## src/rtl/irq_pkg.sv

```systemverilog
// Shared definitions for the interrupt controller: FSM states, register
// offsets and the source ID assignments.
package irq_pkg;

  typedef enum logic [1:0] {
    IDLE = 2'd0,
    REQ  = 2'd1,
    SVC  = 2'd2
  } irq_state_t;

  localparam logic [1:0] REG_PEND  = 2'd0;
  localparam logic [1:0] REG_MASK  = 2'd1;
  localparam logic [1:0] REG_CAUSE = 2'd2;
  localparam logic [1:0] REG_EOI   = 2'd3;

  localparam logic [1:0] SRC_GPIO     = 2'd0;
  localparam logic [1:0] SRC_SYSCALL  = 2'd1;
  localparam logic [1:0] SRC_INVALID  = 2'd2;
  localparam logic [1:0] SRC_OVERFLOW = 2'd3;

endpackage

```

## src/rtl/irq_prio_enc.sv

```systemverilog
// Combinational 4-to-2 priority encoder; the highest set index wins.
module irq_prio_enc (
  input  logic [3:0] req,
  output logic [1:0] id,
  output logic       valid
);

  always_comb begin
    id    = 2'd0;
    valid = 1'b0;
    for (int i = 0; i < 4; i++) begin
      if (req[i]) begin
        id    = 2'(i);
        valid = 1'b1;
      end
    end
  end

endmodule

```

## src/rtl/irq_controller.sv

```systemverilog
// Edge-triggered, maskable interrupt controller with a single-level
// request/ack/EOI handshake and a small memory-mapped register file.
module irq_controller
  import irq_pkg::*;
#(
  parameter int NSRC = 4
) (
  input  logic            Clk,
  input  logic            Rst,
  input  logic [NSRC-1:0] ex_int,
  input  logic [1:0]      a,
  input  logic            we,
  input  logic [31:0]     wd,
  output logic [31:0]     rd,
  output logic            irq,
  input  logic            irq_ack,
  output logic [1:0]      irq_id,
  output logic            in_service
);

  irq_state_t      state_reg;
  logic [NSRC-1:0] pend_reg, pend_next;
  logic [NSRC-1:0] mask_reg;
  logic [NSRC-1:0] prev_reg;
  logic [1:0]      irq_id_reg;
  logic            irq_reg;
  logic            in_service_reg;

  logic [NSRC-1:0] rise, w1c, ack_clr, eligible;
  logic [1:0]      win_id;
  logic            win_valid;
  logic            ack_hit, eoi_wr, mask_wr;
  logic            unused_wd;

  assign unused_wd = ^wd[31:NSRC];

  assign rise     = ex_int & ~prev_reg;
  assign w1c      = (we && a == REG_PEND) ? wd[NSRC-1:0] : '0;
  assign mask_wr  = we && (a == REG_MASK);
  assign eoi_wr   = we && (a == REG_EOI) && (state_reg == SVC);
  assign ack_hit  = irq_ack && (state_reg == REQ);
  assign eligible = pend_reg & mask_reg;

  always_comb begin
    ack_clr = '0;
    if (ack_hit) ack_clr[irq_id_reg] = 1'b1;
  end

  // Clears are applied before sets, so a fresh edge always survives.
  assign pend_next = (pend_reg & ~w1c & ~ack_clr) | rise;

  irq_prio_enc u_prio (
    .req   (eligible),
    .id    (win_id),
    .valid (win_valid)
  );

  always_ff @(posedge Clk) begin
    if (Rst) begin
      state_reg      <= IDLE;
      pend_reg       <= '0;
      mask_reg       <= '0;
      prev_reg       <= '0;
      irq_id_reg     <= 2'd0;
      irq_reg        <= 1'b0;
      in_service_reg <= 1'b0;
    end else begin
      prev_reg <= ex_int;
      pend_reg <= pend_next;
      if (mask_wr) mask_reg <= wd[NSRC-1:0];

      case (state_reg)
        IDLE: begin
          if (win_valid) begin
            state_reg  <= REQ;
            irq_id_reg <= win_id;
            irq_reg    <= 1'b1;
          end
        end
        REQ: begin
          // irq_id stays frozen here regardless of PEND/MASK activity.
          if (ack_hit) begin
            state_reg      <= SVC;
            irq_reg        <= 1'b0;
            in_service_reg <= 1'b1;
          end
        end
        SVC: begin
          if (eoi_wr) begin
            state_reg      <= IDLE;
            in_service_reg <= 1'b0;
          end
        end
        default: begin
          state_reg      <= IDLE;
          irq_reg        <= 1'b0;
          in_service_reg <= 1'b0;
        end
      endcase
    end
  end

  always_comb begin
    rd = 32'd0;
    case (a)
      REG_PEND:  rd[NSRC-1:0] = pend_reg;
      REG_MASK:  rd[NSRC-1:0] = mask_reg;
      REG_CAUSE: rd[5:0]      = {state_reg, in_service_reg, irq_reg, irq_id_reg};
      default:   rd           = 32'd0;
    endcase
  end

  assign irq        = irq_reg;
  assign irq_id     = irq_id_reg;
  assign in_service = in_service_reg;

endmodule

```

## config.mk

```make
export PLATFORM = sky130hd
export DESIGN_NAME = irq_controller
export DESIGN_NICKNAME = d
export VERILOG_FILES = /design/src/rtl/irq_pkg.sv /design/src/rtl/irq_prio_enc.sv /design/src/rtl/irq_controller.sv
export SDC_FILE = /design/constraint.sdc
export NUM_CORES = 1
export LEC_CHECK = 0
export CAP_MARGIN = 20
export CORE_AREA = 2 2 48 50
export CTS_CLUSTER_SIZE = 12
export DETAILED_ROUTE_END_ITERATION = 8
export DIE_AREA = 0 0 50 52
export DONT_BUFFER_PORTS = 1
export PLACE_DENSITY = 0.65
export SYNTH_ARGS = -nofsm -noshare
export SYNTH_HDL_FRONTEND = slang
export SYNTH_SLANG_ARGS = --single-unit
```

## constraint.sdc

```tcl
create_clock -name Clk -period 1.3 [get_ports Clk]
set_input_delay 0.195 -clock Clk [delete_from_list [all_inputs] [get_ports Clk]]
set_output_delay 0.195 -clock Clk [all_outputs]
set_load 0.02 [all_outputs]
```

-- Word level (Yosys, flattened, before mapping)
Index checks and enable logic that the tools add are counted.
- reductions and logical operators: 12
- order comparisons: 2
- equality and inequality tests: 8
- bitwise logic cells: 10
- multiplexer cells: 23
- operators by type and width (cell ; count):
    4-bit AND ; 4
    2-bit two-way mux ; 6
    4-bit NOT ; 3
    4-bit case mux with 3 select lines ; 1
    1-bit two-way mux ; 10
    3-bit AND reduction ; 3
    4-bit two-way mux ; 2
    2-bit equality test (second input constant) ; 3
    1-bit logical AND ; 6
    1-bit case mux with 3 select lines ; 2
    2-bit case mux with 3 select lines ; 1
    2-bit by 1-bit equality test with 1-bit output (second input constant) ; 2
    2-bit zero test ; 2
    2-bit != test (second input constant) ; 2
    4-bit OR ; 1
    2-bit by 3-bit < comparator with 1-bit output (second input constant) ; 1
    1-bit demux with 2-bit select ; 1
    2-bit by 1-bit greater-or-equal comparator with 1-bit output (second input constant) ; 1
    2-bit by 1-bit != test with 1-bit output (second input constant) ; 1
    1-bit NOT ; 2
    2-bit AND reduction ; 1
- input port bits: 42
- bits in registers: 18
- output and inout port bits: 36

-- Depth between registers and ports, before layout
- depth in word-level cells: 8
- gate-level depth with buffers: 5
- mapped depth without buffers: 3

-- Cells and area by module
Synthesis repeated with hierarchy kept, for this count alone.
- cells, all modules: 122
- area, all modules: 1052.3 um2
- modules (own cells, without submodules) (module ; area an instance (um2) ; sequential area each (um2) ; instances ; cells an instance):
    irq_controller ; 1028.5 ; 360.3 ; 1 ; 118
    irq_prio_enc ; 23.8 ; 0.0 ; 1 ; 4

-- Worst setup path after synthesis
OpenSTA, ideal clock, no wires.
- path type: register -> register
- from: register irq_id_reg[0] (netlist: irq_id[0])
- to: register pend_reg[3]
- setup slack: -38 ps
- arrival: 1222 ps
- required time: 1183 ps
- path buffers: 0
- cell stages (with the launch flop): 4
- cells stage by stage: dfxtp_1 > bufinv_8 > or3_1 > a22o_1
- cells in the longest elaborated chain, start to end: 8
- ends and longest elaborated chain (element ; line ; text):
    start, declared ; irq_controller.sv:25 ; logic [1:0] irq_id_reg;
    start signal, assigned ; irq_controller.sv:76 ; irq_id_reg <= win_id;
    2-bit by 3-bit < comparator with 1-bit output (implied by the code) or 2-bit by 1-bit greater-or-equal comparator with 1-bit output (tied branches) ; irq_controller.sv:46 ; if (ack_hit) ack_clr[irq_id_reg] = 1'b1;
    1-bit logical AND (implied by the code) ; irq_controller.sv:46 ;
    1-bit two-way mux (implied by the code) ; irq_controller.sv:46 ;
    1-bit demux with 2-bit select * ; irq_controller.sv:46 ;
    4-bit two-way mux * ; irq_controller.sv:46 ;
    4-bit NOT * ; irq_controller.sv:50 ; assign pend_next = (pend_reg & ~w1c & ~ack_clr) | rise;
    4-bit AND * ; irq_controller.sv:50 ;
    4-bit OR * ; irq_controller.sv:50 ;
    end signal, assigned ; irq_controller.sv:69 ; pend_reg <= pend_next;
    end, declared ; irq_controller.sv:22 ; logic [NSRC-1:0] pend_reg, pend_next;
Every way passes the cells marked *; elsewhere a longest branch is shown, timed or not.
A chain may end at the register's enable or synchronous reset.

-- Worst setup path in the final report
- from: register irq_id_reg[0] (netlist: irq_id[0])
- to: output port rd[0]
- cells in the longest elaborated chain, start to end: 1
- ends and longest elaborated chain (element ; line ; text):
    4-bit case mux with 3 select lines ; irq_controller.sv:105 ; case (a)
    end, declared ; irq_controller.sv:14 ; output logic [31:0] rd,
No other way between the ends.

==> flow_summary.toml <==
[status]
status = "finished, violations left"
violations = "negative setup slack"

[clock_network]
h-tree-depth = 1
clk_pin_slew_ps = 100
numCtsBuffers = 3
cts_tree = "yes"
worstSkewPairLatency_ps = 290
postCtsSetupBuffers = 0
clockBufferDepth = 2
root_buffer = "clkbuf_4"
cts_sinks = 18

[power]
internal-power_uw = 767.6
swShare = 0.3016
vdd_drop_max_mv = 0.7429
p_comb_frac = 0.198
seqPwrFrac = 0.555
pwr-share-clk = 0.247
p_per_area_nw_per_um2 = 967.4
p_leak_nw = 0.4884
total_power_mw = 1.099
p_switching_uw = 331.5

[route]
routedWlPerCell_um = 12.21
drtIter0Drc = 27
drc = 0
drtAntennaViolNets = 0
firstDrtPassIters = 4
vias_per_cell = 5.041
vias = 852
wl_mm = 2.063

[layout]
nets = 185
layout-drive-gt1-share = 0.1986
stdcell_count = 169
syn_to_final_growth_pct = 4.850
diodes = 0

[yosys]
yosysTopAreaCellShare = 0.3326
synth_compound_area_frac = 0.1928
synth_area_um2 = 1084
yosysTopAreaCell = "dfxtp_1"
ys_ff_latch = 18
synthAdderAreaFrac = 0
netlist-cell-type-count = 33
synthXorXnorAreaFrac = 0
postSynthAreaPerCell_um2 = 8.271
synth_top_family_by_area = "buffers and inverters"
synthTopCellsByArea = "dfxtp_1 (33%), buf_4 (18%), nand2_1 (4.2%)"
netlist_instances = 131
ys_seq_area_frac = 0.3326
synth-simple-area-share = 0.1824
synthMuxAreaShare = 0.03695
ys_warn_count = 0

[placed_design]
finalWeightedCongestion = 0.7851
dpl_worst_slack_ps = 95.18
dp_hpwl_mm = 1.592
port_buffers = 0
dp_cells = 166

[sta]
rsz0062_at_grt = "true"
slew_headroom = 0.6452
finalHoldViolations = 0
fin_tns_setup_ps = -16.42
finalCritPeriodShare = 1.013
fin_worst_skew_ps = 1.556
final_max_slew_viol_count = 0
worst_slew_pin_slew_ps = 530.4
setup_ws_ps = -16.42
finalSetupViolCount = 1
fmax_ghz = 0.7596
holdWs_ps = 40.16
min_period_ps = 1316

[hold_path]
hold_path_class = "input pin to register"
hp-start = "wd[3]"

[global_route]
grt_usage = 0.1748
grt_pass1_wl_mm = 3.332
grt.overflow.total = 0
grt_max_degree = 15
antenna_found_initial = 0
grt_pass1_vias = 767

[worst_setup_path]
slowest_delay_ps = 340
crit_fanout = 4
crit_type = "register to primary output"
crit_path_start_kind = "register"
cp_top_family = "flip-flops"
critPathLaunch = "irq_id[0]"
required_ps = 1110
path_cells = "buf_6, mux2i_1, o21ai_1, buf_4"
path_buf_inv = 2
cp_slowest_cell = "dfxtp_2"
r2r_start = "state_reg[1]"
cp-end-kind = "primary output"
critPathArrivalTime_ps = 1120

[die]
die-area_um2 = 2600
fp.dieH_um = 52
io_pins = 78
rows = 17
start_util = 0.5146
die_x_um = 50
core_area_um2 = 2106

[flow_run]
maxCapViolCount = 0
worst register-to-register path, delay by kind of cell, from the launching register on:
kind               cells  cell delay, ps
and+or+nand+nor        2             550
DFF                    1             370
AOI/OAI and AO/OA      1             210
timing repair:
| action | 4_1_cts | 5_1_grt |
|---|---|---|
| hold endpoints to repair | 14 | 0 |
| hold buffers | 1 | 0 |
| resized for setup | 10 | 2 |
| setup endpoints to repair | 5 | 3 |
| cloned | 0 | 0 |
Yosys cell counts:
cell type,count
mux2i_1,4
nand2b_1,1
nand3b_2,1
a22o_1,3
a21o_1,1
conb_1,1
a211oi_1,1
a221oi_1,2
inv_1,10
a32o_1,1
a32oi_1,1
dfxtp_1,18
nand3b_1,1
and3b_2,1
a21o_2,1
nor3b_1,1
clkbuf_1,2
bufinv_8,1
a211o_1,3
nand2_1,12
nor3_1,3
or3_1,1
o21ai_0,5
nor3b_2,1
nor2_1,2
nand3_1,6
buf_2,3
o2bb2ai_1,3
a21oi_1,8
o21ai_1,1
nor2b_1,5
buf_4,26
and2b_1,1
routing by layer:
metal / routed length, um / vias to the layer above / global-route usage / part of all wire
met5: 0 / - / 0 / 0
met4: 56 / 0 / 0.1250 / 0.027
met3: 153 / 4 / 0.04310 / 0.074
met2: 990 / 40 / 0.2829 / 0.48
met1: 863 / 391 / 0.2007 / 0.42
li1: - / 417 / - / -
power by group through the flow:
stage	clock network, mW	logic, mW	registers [mW]
final	0.272	0.217	0.610
after global routing	0.295	0.238	0.615
after CTS	0.282	0.217	0.612
after detailed placement	0	0.207	0.622
after global placement	0	0.205	0.620
after floorplan	0	0.233	0.624
kinds of logic (layout without fill, tap and decap cells):
| group | Yosys count | in the layout |
|---|---|---|
| flip-flops | 18 | 18 |
| multiplexers | 4 | 4 |
| buffers and inverters | 42 | 27 |
| AND/OR/NAND/NOR | 36 | 36 |
| AO/OA/AOI/OAI | 30 | 30 |
| other | 1 | 26 |
placed cells by master, fill, tap and decap left out, types with 4 or more instances in the layout:
| cell type | n |
|---|---|
| conb_1 | 26 |
| nand2_1 | 12 |
| dfxtp_1 | 12 |
| buf_4 | 11 |
| inv_1 | 9 |
| a21oi_1 | 8 |
| nand3_1 | 6 |
| nor2b_1 | 5 |
| dfxtp_2 | 5 |
| mux2i_1 | 4 |
| o21ai_1 | 4 |
stage by stage:
step / util / cell area (um^2)
floorplan: - / 1179
global placement: 0.5193 / 1094
detailed placement: 0.5193 / 1094
CTS: 0.5383 / 1134
global route: 0.5395 / 1136
finish: 0.5395 / 1136
cell type report:
type                    instances  area (um^2)
well taps                      28        35.03
clock buffers                   3        22.52
multi-input cells              96        549.3
flip-flops and latches         18        370.4
repair buffers                 13        103.9
inverters                      11        55.05
fillers                       213        969.7
final timing paths:
path	cells past startpoint	to	slack (ps)
worst max-delay path	4	rd[0]	-20
worst min-delay path	2	mask_reg[3]	40
worst max register to register	3	pend_reg[3]	70
worst min register to register	2	pend_reg[1]	470
No activity file was read; power rests on OpenSTA's default activity.
